## config.mk

```make
export PLATFORM = sky130hd
export DESIGN_NAME = ikbd_serial_bridge
export DESIGN_NICKNAME = d
export VERILOG_FILES = /design/src/rtl/ikbd_serial_bridge.sv
export SDC_FILE = /design/constraint.sdc
export NUM_CORES = 1
export LEC_CHECK = 0
export ABC_CLOCK_PERIOD_IN_PS = 2750
export BUFFER_PORTS_ARGS = -buffer_cell sky130_fd_sc_hd__buf_2
export CAP_MARGIN = 0
export CORE_UTILIZATION = 59
export CTS_CLUSTER_DIAMETER = 120
export CTS_CLUSTER_SIZE = 24
export DETAILED_ROUTE_END_ITERATION = 10
export GPL_TIMING_DRIVEN = 0
export PLACE_DENSITY = 0.77
export RECOVER_POWER = 50
export REMOVE_ABC_BUFFERS = 1
export SLEW_MARGIN = 15
export SYNTH_ARGS = -nofsm -noshare
export SYNTH_HDL_FRONTEND = slang
export SYNTH_SLANG_ARGS = --single-unit
```

## constraint.sdc

```tcl
create_clock -name clk -period 2.75 [get_ports clk]
set_input_delay 0 -clock clk [delete_from_list [all_inputs] [get_ports clk]]
set_output_delay 0 -clock clk [all_outputs]
set_load 0.02 [all_outputs]
```

## src/rtl/ikbd_serial_bridge.sv

```systemverilog
// Bridges the ACIA byte interface to the keyboard's 8N1 serial link.
// A 16x oversampled receiver runs alongside a transmitter that acknowledges each queued byte.
module ikbd_serial_bridge #(
    parameter int CLK_DIV = 64
) (
    input  logic       clk,
    input  logic       reset,
    input  logic       acia_tx_available,
    input  logic [7:0] acia_tx_data,
    output logic       acia_tx_strobe,
    output logic       acia_rx_strobe,
    output logic [7:0] acia_rx_data,
    output logic       ikbd_txd,
    input  logic       ikbd_rxd,
    output logic       frame_err,
    output logic       tx_busy
);
    localparam int DIV_W = (CLK_DIV > 1) ? $clog2(CLK_DIV) : 1;
    localparam logic [DIV_W-1:0] DIV_MAX = DIV_W'(CLK_DIV - 1);

    typedef enum logic [1:0] {TX_IDLE, TX_ACK, TX_SHIFT} tx_state_t;
    typedef enum logic [1:0] {RX_IDLE, RX_START, RX_DATA, RX_STOP} rx_state_t;

    // Free-running oversample prescaler used by the receiver
    logic [DIV_W-1:0] presc_reg;
    logic             tick;

    assign tick = (presc_reg == DIV_MAX);

    always_ff @(posedge clk) begin
        if (reset || tick) presc_reg <= '0;
        else               presc_reg <= presc_reg + 1'b1;
    end

    // Transmitter: the bit-phase divider restarts at each start bit, so
    // every transmitted bit is exactly 16*CLK_DIV clocks long.
    tx_state_t        tx_state_reg, tx_state_next;
    logic [9:0]       frame_reg, frame_next;
    logic [1:0]       ack_cnt_reg, ack_cnt_next;
    logic [DIV_W-1:0] tx_div_reg, tx_div_next;
    logic [3:0]       tx_tick_reg, tx_tick_next;
    logic [3:0]       tx_bit_reg, tx_bit_next;
    logic             txd_reg;

    always_comb begin
        tx_state_next = tx_state_reg;
        frame_next    = frame_reg;
        ack_cnt_next  = ack_cnt_reg;
        tx_div_next   = tx_div_reg;
        tx_tick_next  = tx_tick_reg;
        tx_bit_next   = tx_bit_reg;
        case (tx_state_reg)
            TX_IDLE: begin
                if (acia_tx_available) begin
                    frame_next    = {1'b1, acia_tx_data, 1'b0};
                    ack_cnt_next  = '0;
                    tx_state_next = TX_ACK;
                end
            end
            TX_ACK: begin
                if (ack_cnt_reg == 2'd3) begin
                    tx_state_next = TX_SHIFT;
                    tx_div_next   = '0;
                    tx_tick_next  = '0;
                    tx_bit_next   = '0;
                end else begin
                    ack_cnt_next = ack_cnt_reg + 2'd1;
                end
            end
            TX_SHIFT: begin
                if (tx_div_reg == DIV_MAX) begin
                    tx_div_next  = '0;
                    tx_tick_next = tx_tick_reg + 4'd1;
                    if (tx_tick_reg == 4'd15) begin
                        if (tx_bit_reg == 4'd9) begin
                            // Chain straight into the next ACK so the inter-frame gap is only the ACK
                            if (acia_tx_available) begin
                                frame_next    = {1'b1, acia_tx_data, 1'b0};
                                ack_cnt_next  = '0;
                                tx_state_next = TX_ACK;
                            end else begin
                                tx_state_next = TX_IDLE;
                            end
                        end else begin
                            tx_bit_next = tx_bit_reg + 4'd1;
                            frame_next  = {1'b1, frame_reg[9:1]};
                        end
                    end
                end else begin
                    tx_div_next = tx_div_reg + 1'b1;
                end
            end
            default: tx_state_next = TX_IDLE;
        endcase
    end

    always_ff @(posedge clk) begin
        if (reset) begin
            tx_state_reg <= TX_IDLE;
            frame_reg    <= '1;
            ack_cnt_reg  <= '0;
            tx_div_reg   <= '0;
            tx_tick_reg  <= '0;
            tx_bit_reg   <= '0;
            txd_reg      <= 1'b1;
        end else begin
            tx_state_reg <= tx_state_next;
            frame_reg    <= frame_next;
            ack_cnt_reg  <= ack_cnt_next;
            tx_div_reg   <= tx_div_next;
            tx_tick_reg  <= tx_tick_next;
            tx_bit_reg   <= tx_bit_next;
            txd_reg      <= (tx_state_next == TX_SHIFT) ? frame_next[0] : 1'b1;
        end
    end

    assign ikbd_txd       = txd_reg;
    assign acia_tx_strobe = (tx_state_reg == TX_ACK);
    assign tx_busy        = (tx_state_reg != TX_IDLE);

    // Receiver
    logic       rx_meta_reg, rxs_reg;
    rx_state_t  rx_state_reg, rx_state_next;
    logic [3:0] rx_tick_reg, rx_tick_next;
    logic [2:0] rx_bit_reg, rx_bit_next;
    logic [7:0] rx_shift_reg, rx_shift_next;
    logic [7:0] rx_data_reg, rx_data_next;
    logic [2:0] rx_strb_cnt_reg, rx_strb_cnt_next;
    logic       frame_err_reg, frame_err_next;
    logic       rx_wait_high_reg, rx_wait_high_next;

    always_comb begin
        rx_state_next     = rx_state_reg;
        rx_tick_next      = rx_tick_reg;
        rx_bit_next       = rx_bit_reg;
        rx_shift_next     = rx_shift_reg;
        rx_data_next      = rx_data_reg;
        rx_strb_cnt_next  = (rx_strb_cnt_reg != 3'd0) ? rx_strb_cnt_reg - 3'd1 : 3'd0;
        frame_err_next    = 1'b0;
        rx_wait_high_next = rx_wait_high_reg;
        case (rx_state_reg)
            RX_IDLE: begin
                // After a framing error the line must return high before a new start edge counts
                if (rx_wait_high_reg) begin
                    if (rxs_reg) rx_wait_high_next = 1'b0;
                end else if (tick && !rxs_reg) begin
                    rx_state_next = RX_START;
                    rx_tick_next  = '0;
                end
            end
            RX_START: begin
                if (tick) begin
                    if (rx_tick_reg == 4'd7) begin
                        if (!rxs_reg) begin
                            rx_state_next = RX_DATA;
                            rx_tick_next  = '0;
                            rx_bit_next   = '0;
                        end else begin
                            rx_state_next = RX_IDLE;
                        end
                    end else begin
                        rx_tick_next = rx_tick_reg + 4'd1;
                    end
                end
            end
            RX_DATA: begin
                if (tick) begin
                    rx_tick_next = rx_tick_reg + 4'd1;
                    if (rx_tick_reg == 4'd15) begin
                        rx_shift_next = {rxs_reg, rx_shift_reg[7:1]};
                        if (rx_bit_reg == 3'd7) rx_state_next = RX_STOP;
                        else                    rx_bit_next   = rx_bit_reg + 3'd1;
                    end
                end
            end
            RX_STOP: begin
                if (tick) begin
                    rx_tick_next = rx_tick_reg + 4'd1;
                    if (rx_tick_reg == 4'd15) begin
                        if (rxs_reg) begin
                            rx_data_next     = rx_shift_reg;
                            rx_strb_cnt_next = 3'd4;
                        end else begin
                            frame_err_next    = 1'b1;
                            rx_wait_high_next = 1'b1;
                        end
                        rx_state_next = RX_IDLE;
                    end
                end
            end
            default: rx_state_next = RX_IDLE;
        endcase
    end

    always_ff @(posedge clk) begin
        if (reset) begin
            rx_meta_reg      <= 1'b1;
            rxs_reg          <= 1'b1;
            rx_state_reg     <= RX_IDLE;
            rx_tick_reg      <= '0;
            rx_bit_reg       <= '0;
            rx_shift_reg     <= '0;
            rx_data_reg      <= 8'h00;
            rx_strb_cnt_reg  <= '0;
            frame_err_reg    <= 1'b0;
            rx_wait_high_reg <= 1'b0;
        end else begin
            rx_meta_reg      <= ikbd_rxd;
            rxs_reg          <= rx_meta_reg;
            rx_state_reg     <= rx_state_next;
            rx_tick_reg      <= rx_tick_next;
            rx_bit_reg       <= rx_bit_next;
            rx_shift_reg     <= rx_shift_next;
            rx_data_reg      <= rx_data_next;
            rx_strb_cnt_reg  <= rx_strb_cnt_next;
            frame_err_reg    <= frame_err_next;
            rx_wait_high_reg <= rx_wait_high_next;
        end
    end

    assign acia_rx_data   = rx_data_reg;
    assign acia_rx_strobe = (rx_strb_cnt_reg != 3'd0);
    assign frame_err      = frame_err_reg;

endmodule

```

==> metrics.md, run 1 <==
| Metric | Value |
|---|---|
| Outcome | `completed` |
| Fmax | `441 MHz` |
| Reg2reg setup slack | `480 ps` |
| Core Rows | `26` |
| Synthesis Warnings | `0` |
| Mapped Cells | `341` |
| Int Pwr | `1.55 mW` |
| Initial Util | `61.2%` |
| Slew @ Worst Pin | `1030 ps` |
| Primary FF master, synth | `dfxtp_1` |
| PD cells | `570 nW/um^2` |
| Iteration count of the initial detailed-routing pass | `4` |
| Clk buf depth | `2` |
| GRT Total Usage | `23.9%` |
| Sequential cell area fraction in the yosys report | `42.9%` |
| Synth unique cells | `55` |
| Pleak | `1.27 nW` |
| Hpwl dp | `4.11 mm` |
| Post-CTS Hold Fix Bufs | `5` |
| Core Area | `5110 sq um` |
| Layout cell share with drive strength beyond 1 | `10.0%` |
| Avg Vias per Cell | `5.93` |
| Power, Total | `2.01 mW` |
| GR Layer Usage met2 | `39.9%` |
| Clock tree sinks | `67` |
| CTS tree | `built` |
| Fin Clk Skew | `6.74 ps` |
| Post-cts resize count | `0` |
| IO buf count | `24` |
| Die X | `74.8 um` |
| Crit-path slowest cell | `nor4_2` |
| Die area | `5590 sq um` |
| Via total after detailed routing | `2,603` |
| First-pass GRT wire length | `10.3 mm` |
| Post-synth EDFFs | `0` |
| H-tree levels | `3` |
| Final Hold Fails | `0` |
| Crit-path max FO | `8` |
| Post-route clock period utilization | `82.5%` |
| Initial DRC count | `179` |
| Sw power | `0.466 mW` |
| Post-CTS setup repair buffer count | `0` |
| CTS Root Cell | `clkbuf_8` |
| Antenna-violating nets left | `0` |
| Fin nets | `385` |
| GR Layer Usage met3 | `5.22%` |
| Final setup violation count | `0` |
| Number of global-route vias before repair | `2,319` |
| Post-layout util | `69.2%` |
| Sw frac | `23.1%` |
| Area contributors post-synth | `dfxtp_1 (43%), mux2i_1 (6.4%), nor2_1 (4.8%)` |
| Grt peak-use layer | `met2` |
| Drt drc | `0` |
| Kind of critical path | `reg2reg` |
| I/O Pins | `25` |
| CP max stage delay | `700 ps` |
| Worst-Skew Late Latency | `340 ps` |
| Crit path launch type | `flip-flop` |
| Number of synthesized register bits | `67` |
| Fin cells | `439` |
| Clock-pin slew on the worst setup and hold paths | `80 ps` |
| Number of diodes | `0` |
| Max-slew violations | `0` |
| Grt total ovfl | `0` |
| Worst Setup End Kind | `flip-flop` |
| CP arrival | `2450 ps` |
| Required @ worst endpoint | `2930 ps` |
| Post-Route WL | `6.22 mm` |
| Synth-to-Final Area Change | `13.0%` |
| Relative slew slack | `31.1%` |
| Antenna violations before repair | `0` |
| Comb pwr share | `4.7%` |
| Max reg flops | `10` |
| WL/cell | `14.2 um` |
| Routing usage on met1 | `30.3%` |
| Mean post-synth cell area | `9.17 sq um` |
| Tmin final | `2270 ps` |
| Worst hold path class | `in2reg` |
| Register share of total power | `49.9%` |
| Die height | `74.8 um` |
| Ys async rst share | `0%` |
| Placed cell count | `418` |
| CP cell instances | `ha_1 > nand3_2 > nor4_2 > buf_2 > mux2i_1 > nor2_1` |
| Synth top area share | `42.9%` |
| Leading area contributor after synthesis | `dfxtp_1` |
| Cts bufs inserted | `9` |
| VDD IR max | `0.505 mV` |
| Fillers | `431` |
| Clk pwr share | `45.3%` |
| Final Wtd Congestion | `0.802` |
| Largest net degree at the start of global routing | `60` |
| RSZ-0062 raised after global routing | `false` |
| Post-synthesis cell area | `3130 sq um` |
| MaxCap Viol Count | `0` |
==> synth_stat cells, types with 4 or more instances <==
| cell | n |
|---|---|
| nor2_1 | 40 |
| nand2b_1 | 12 |
| nor2b_1 | 4 |
| nand3_1 | 12 |
| a21oi_1 | 23 |
| nand4_1 | 9 |
| o21ai_0 | 13 |
| ha_1 | 9 |
| nand2_1 | 17 |
| xnor2_1 | 4 |
| a221o_1 | 7 |
| mux2i_1 | 20 |
| a311oi_1 | 5 |
| xor2_1 | 5 |
| dfxtp_1 | 67 |
| nor3_1 | 6 |
| inv_1 | 9 |
| nor3b_1 | 4 |
| clkbuf_1 | 12 |
==> worst paths after layout <==
kind | start | to | cells after the start
worst max-delay path | presc_reg[0]$_SDFF_PP0_ | acia_rx_data[2]$_SDFFE_PP0P_ | 6
worst min-delay path | acia_tx_data[6] | frame_reg[7]$_SDFFE_PP1P_ | 4
worst max register to register | presc_reg[0]$_SDFF_PP0_ | acia_rx_data[2]$_SDFFE_PP0P_ | 6
worst min register to register | rx_meta_reg$_SDFF_PP1_ | rxs_reg$_SDFF_PP1_ | 1
==> worst max-delay path, delay by kind of cell (launching register included) <==
| kind | cells | cell delay [ps] |
|---|---|---|
| flops | 1 | 360 |
| fa+ha+maj | 1 | 200 |
| buf+inv | 1 | 340 |
| mux | 1 | 200 |
| simple gates | 3 | 1010 |
==> area by class of cell <==
type                    instances  area (sq um)  share of cell area (%)
multi-input cells             247          1690                    47.7
well taps                      70          87.6                    2.48
flip-flops and latches         67          1340                    38.0
inverters                       9          33.8                   0.956
repair buffers                 30           159                    4.50
clock buffers                   9           124                    3.51
clock inverters                 7           101                    2.87
==> routing by layer <==
layer | vias up | part of all wire, % | wire length, um
li1 | 1294 | - | -
met2 | 61 | 48 | 2970
met5 | - | 0 | 0
met4 | 0 | 1.3 | 80
met3 | 9 | 4.8 | 300
met1 | 1239 | 46 | 2870
==> logic make-up after synthesis <==
family / Yosys count / share of synthesized area, %
adders and majority gates: 9 / 3.60
muxes: 21 / 6.77
xor gates and xnor gates: 9 / 2.52
DFF: 67 / 42.9
and+or+nand+nor: 137 / 24.9
AOI/OAI and AO/OA: 71 / 16.0
buffers and inverters: 27 / 3.36
==> cell usage in the layout, fill, tap and decap left out, types with 3 or more instances in the layout <==
cell | Yosys | routed
dfxtp_1 | 67 | 67
nor2_1 | 40 | 40
a21oi_1 | 23 | 23
mux2i_1 | 20 | 20
nand2_1 | 17 | 17
o21ai_0 | 13 | 13
clkbuf_1 | 12 | 13
nand2b_1 | 12 | 12
nand3_1 | 12 | 12
buf_2 | 3 | 12
inv_1 | 9 | 9
nand4_1 | 9 | 9
ha_1 | 9 | 9
clkbuf_8 | 0 | 9
a221o_1 | 7 | 7
nor3_1 | 6 | 6
a311oi_1 | 5 | 5
xor2_1 | 5 | 5
dlygate4sd3_1 | 0 | 5
nor2b_1 | 4 | 4
xnor2_1 | 4 | 4
nor3b_1 | 4 | 4
and4_1 | 3 | 3
nand4b_1 | 3 | 3
nand3b_1 | 3 | 3
a31oi_1 | 3 | 3
and2_1 | 3 | 3
==> power by group through the flow <==
stage / combinational, mW / sequential [mW] / clock, mW
2_1_floorplan: 0.0560 / 1.02 / 0
3_3_place_gp: 0.0879 / 1.03 / 0
3_5_place_dp: 0.0908 / 1.03 / 0
4_1_cts: 0.0969 / 1.01 / 0.930
5_1_grt: 0.108 / 1.01 / 0.973
6_report: 0.0956 / 1.01 / 0.913
==> stage by stage <==
| step | area, sq um | hold WS, ps | setup WS, ps | TNS, ps |
|---|---|---|---|---|
| floorplan | 3050 | 69.1 | 113 | 0 |
| global route | 3530 | 8.68 | 324 | 0 |
| global placement | 3260 | 182 | -531 | -4930 |
| CTS | 3550 | 1.30 | 460 | 0 |
| finish | 3530 | 6.17 | 482 | 0 |
| detailed placement | 3270 | 192 | 495 | 0 |
Note: power is estimated with default switching activity, not from simulation.
==> run 2, diff against run 1 <==
--- a/config.mk
+++ b/config.mk
@@ -5,7 +5,7 @@
 export SDC_FILE = /design/constraint.sdc
 export NUM_CORES = 1
 export LEC_CHECK = 0
-export ABC_CLOCK_PERIOD_IN_PS = 2750
+export ABC_CLOCK_PERIOD_IN_PS = 2300
 export BUFFER_PORTS_ARGS = -buffer_cell sky130_fd_sc_hd__buf_2
 export CAP_MARGIN = 0
 export CORE_UTILIZATION = 59
==> constraint.sdc (replaced) <==
create_clock -name clk -period 2.3 [get_ports clk]
set_input_delay 0 -clock clk [delete_from_list [all_inputs] [get_ports clk]]
set_output_delay 0 -clock clk [all_outputs]
set_load 0.02 [all_outputs]
==> run 2 against run 1 <==
Against the previous run:
- register-to-register slack got worse by 390 ps
- design area increased by 0.25%
- non-clock buffer count unchanged
- total power increased by 20%
- worst hold slack improved by 2.5 ps
- combinational power increased by 20%
- cell count unchanged
- critical endpoint is now rx_bit_reg[0]$_SDFFE_PP0P_
- die area unchanged
- clock-buffer cell count unchanged
- fmax increased by 2.7%
- sequential share of layout area decreased by 0.094 points
==> metrics.md, run 2 (synthesis gave the netlist of run 1 again) <==
| Metric | Value |
|---|---|
| Outcome | `completed` |
| GRT Total Usage | `23.9%` |
| Hpwl dp | `4.11 mm` |
| First-pass GRT wire length | `10.3 mm` |
| Layout cell share with drive strength beyond 1 | `10.0%` |
| CP arrival | `2400 ps` |
| CP cell instances | `ha_1 > ha_1 > or4bb_1 > a2111oi_4 > mux2i_1 > nor2_1` |
| Final Wtd Congestion | `0.802` |
| Final setup violation count | `0` |
| Initial Util | `61.2%` |
| PD cells | `680 nW/um^2` |
| Clock-pin slew on the worst setup and hold paths | `80 ps` |
| Avg Vias per Cell | `5.97` |
| Cts bufs inserted | `9` |
| Dpl cell area | `3270 sq um` |
| Relative slew slack | `21.4%` |
| Core Rows | `26` |
| VDD IR max | `0.605 mV` |
| Worst Setup End Kind | `flip-flop` |
| Core Area | `5110 sq um` |
| Fmax | `453 MHz` |
| Clk buf depth | `2` |
| Fillers | `430` |
| Initial DRC count | `205` |
| Number of diodes | `0` |
| Number of global-route vias before repair | `2,319` |
| Post-Route WL | `6.32 mm` |
| Most used cell, CP | `ha_1` |
| CTS Root Cell | `clkbuf_8` |
| IO buf count | `24` |
| Synth-to-Final Area Change | `13.3%` |
| CP max stage delay | `530 ps` |
| Iteration count of the initial detailed-routing pass | `5` |
| Kind of critical path | `reg2reg` |
| I/O Pins | `25` |
| Post-route clock period utilization | `96.0%` |
| Max-slew violations | `0` |
| H-tree levels | `3` |
| Largest net degree at the start of global routing | `60` |
| Worst hold path class | `in2reg` |
| Via total after detailed routing | `2,621` |
| Antenna violations before repair | `0` |
| MaxCap Viol Count | `0` |
| CTS tree | `built` |
| Die height | `74.8 um` |
| WL/cell | `14.4 um` |
| Fin nets | `385` |
| Fin Setup TNS | `0 ps` |
| Slew @ Worst Pin | `1180 ps` |
| Crit-path max FO | `5` |
| Clock tree sinks | `67` |
| Max reg flops | `10` |
| Antenna-violating nets left | `0` |
| Die area | `5590 sq um` |
| Final Hold Fails | `0` |
| Grt total ovfl | `0` |
| Crit path launch type | `flip-flop` |
| Drt drc | `0` |
| Design Area, Final | `3540 sq um` |
| Commonest non-fill, non-tap cell in the layout | `dfxtp_1` |
| Required @ worst endpoint | `2490 ps` |
| Most frequent cells in the layout | `dfxtp_1 (67), nor2_1 (40), a21oi_1 (23), mux2i_1 (20), nand2_1 (17)` |
| Fin Clk Skew | `8.19 ps` |
| Crit-path slowest cell | `or4bb_1` |
| Pleak | `1.28 nW` |
| Die X | `74.8 um` |
| Tmin final | `2210 ps` |
| Worst-Skew Late Latency | `340 ps` |
## run 2: cell count changes in the layout (fill, tap and decap cells not counted), sizes merged
| cell | change |
|---|---|
| buf | -1 |
| clkbuf | +1 |
## run 2: worst paths after layout
kind                                            startpoint                          to  slack [ps]  cells past startpoint
worst max-delay path            rx_bit_reg[0]$_SDFFE_PP0P_  rx_bit_reg[0]$_SDFFE_PP0P_          90                      6
worst min-delay path                       acia_tx_data[6]   frame_reg[7]$_SDFFE_PP1P_           9                      4
worst max register to register  rx_bit_reg[0]$_SDFFE_PP0P_  rx_bit_reg[0]$_SDFFE_PP0P_          90                      6
worst min register to register      rx_meta_reg$_SDFF_PP1_          rxs_reg$_SDFF_PP1_         420                      1
## run 2: area by class of cell
| cell class | instances | area [sq um] | area share (%) |
|---|---|---|---|
| flip-flops and latches | 67 | 1340 | 37.9 |
| clock inverters | 7 | 101 | 2.86 |
| repair buffers | 30 | 159 | 4.49 |
| clock buffers | 9 | 124 | 3.50 |
| well taps | 70 | 87.6 | 2.47 |
| inverters | 9 | 33.8 | 0.954 |
| multi-input cells | 247 | 1690 | 47.8 |
## run 2: critical path, delay by kind of cell (launching register included)
| kind | cells | cell delay [ps] |
|---|---|---|
| and+or+nand+nor | 2 | 590 |
| muxes | 1 | 270 |
| AOI/OAI and AO/OA | 1 | 450 |
| DFF | 1 | 340 |
| adders and majority gates | 2 | 410 |
## run 2: timing repair
action / in CTS / in global routing
buffers inserted: 0 / 0
gates resized for setup: 0 / 1
endpoints found under the setup margin: 0 / 6
hold buffers: 5 / 0
hold endpoints to repair: 5 / 0
## run 2: report_power, final
| group | leakage (nW) | total (mW) | switching, mW | internal, mW |
|---|---|---|---|---|
| sequential | 0.544 | 1.20 | 0.0198 | 1.18 |
| clock | 0.106 | 1.09 | 0.473 | 0.617 |
| combinational | 0.634 | 0.115 | 0.0630 | 0.0516 |
| total | 1.28 | 2.41 | 0.556 | 1.85 |
## run 2: per-layer routing
layer	vias up	share of wire (%)	global-route usage (%)
met5	-	0	0
met4	0	1.3	8.81
met3	10	3.7	5.22
met2	53	49	39.9
met1	1263	46	30.3
li1	1295	-	-
## run 2: metrics by stage
step	util, %	worst slack [ps]	instances	power, mW	hold slack (ps)
3_3_place_gp	63.9	-981	417	1.33	182
4_1_cts	69.5	9.51	439	2.43	1.30
3_5_place_dp	64.1	45.1	418	1.34	192
5_1_grt	69.3	-2.71	439	2.50	8.68
2_1_floorplan	-	-337	323	1.29	69.1
6_report	69.3	91.6	439	2.41	8.71
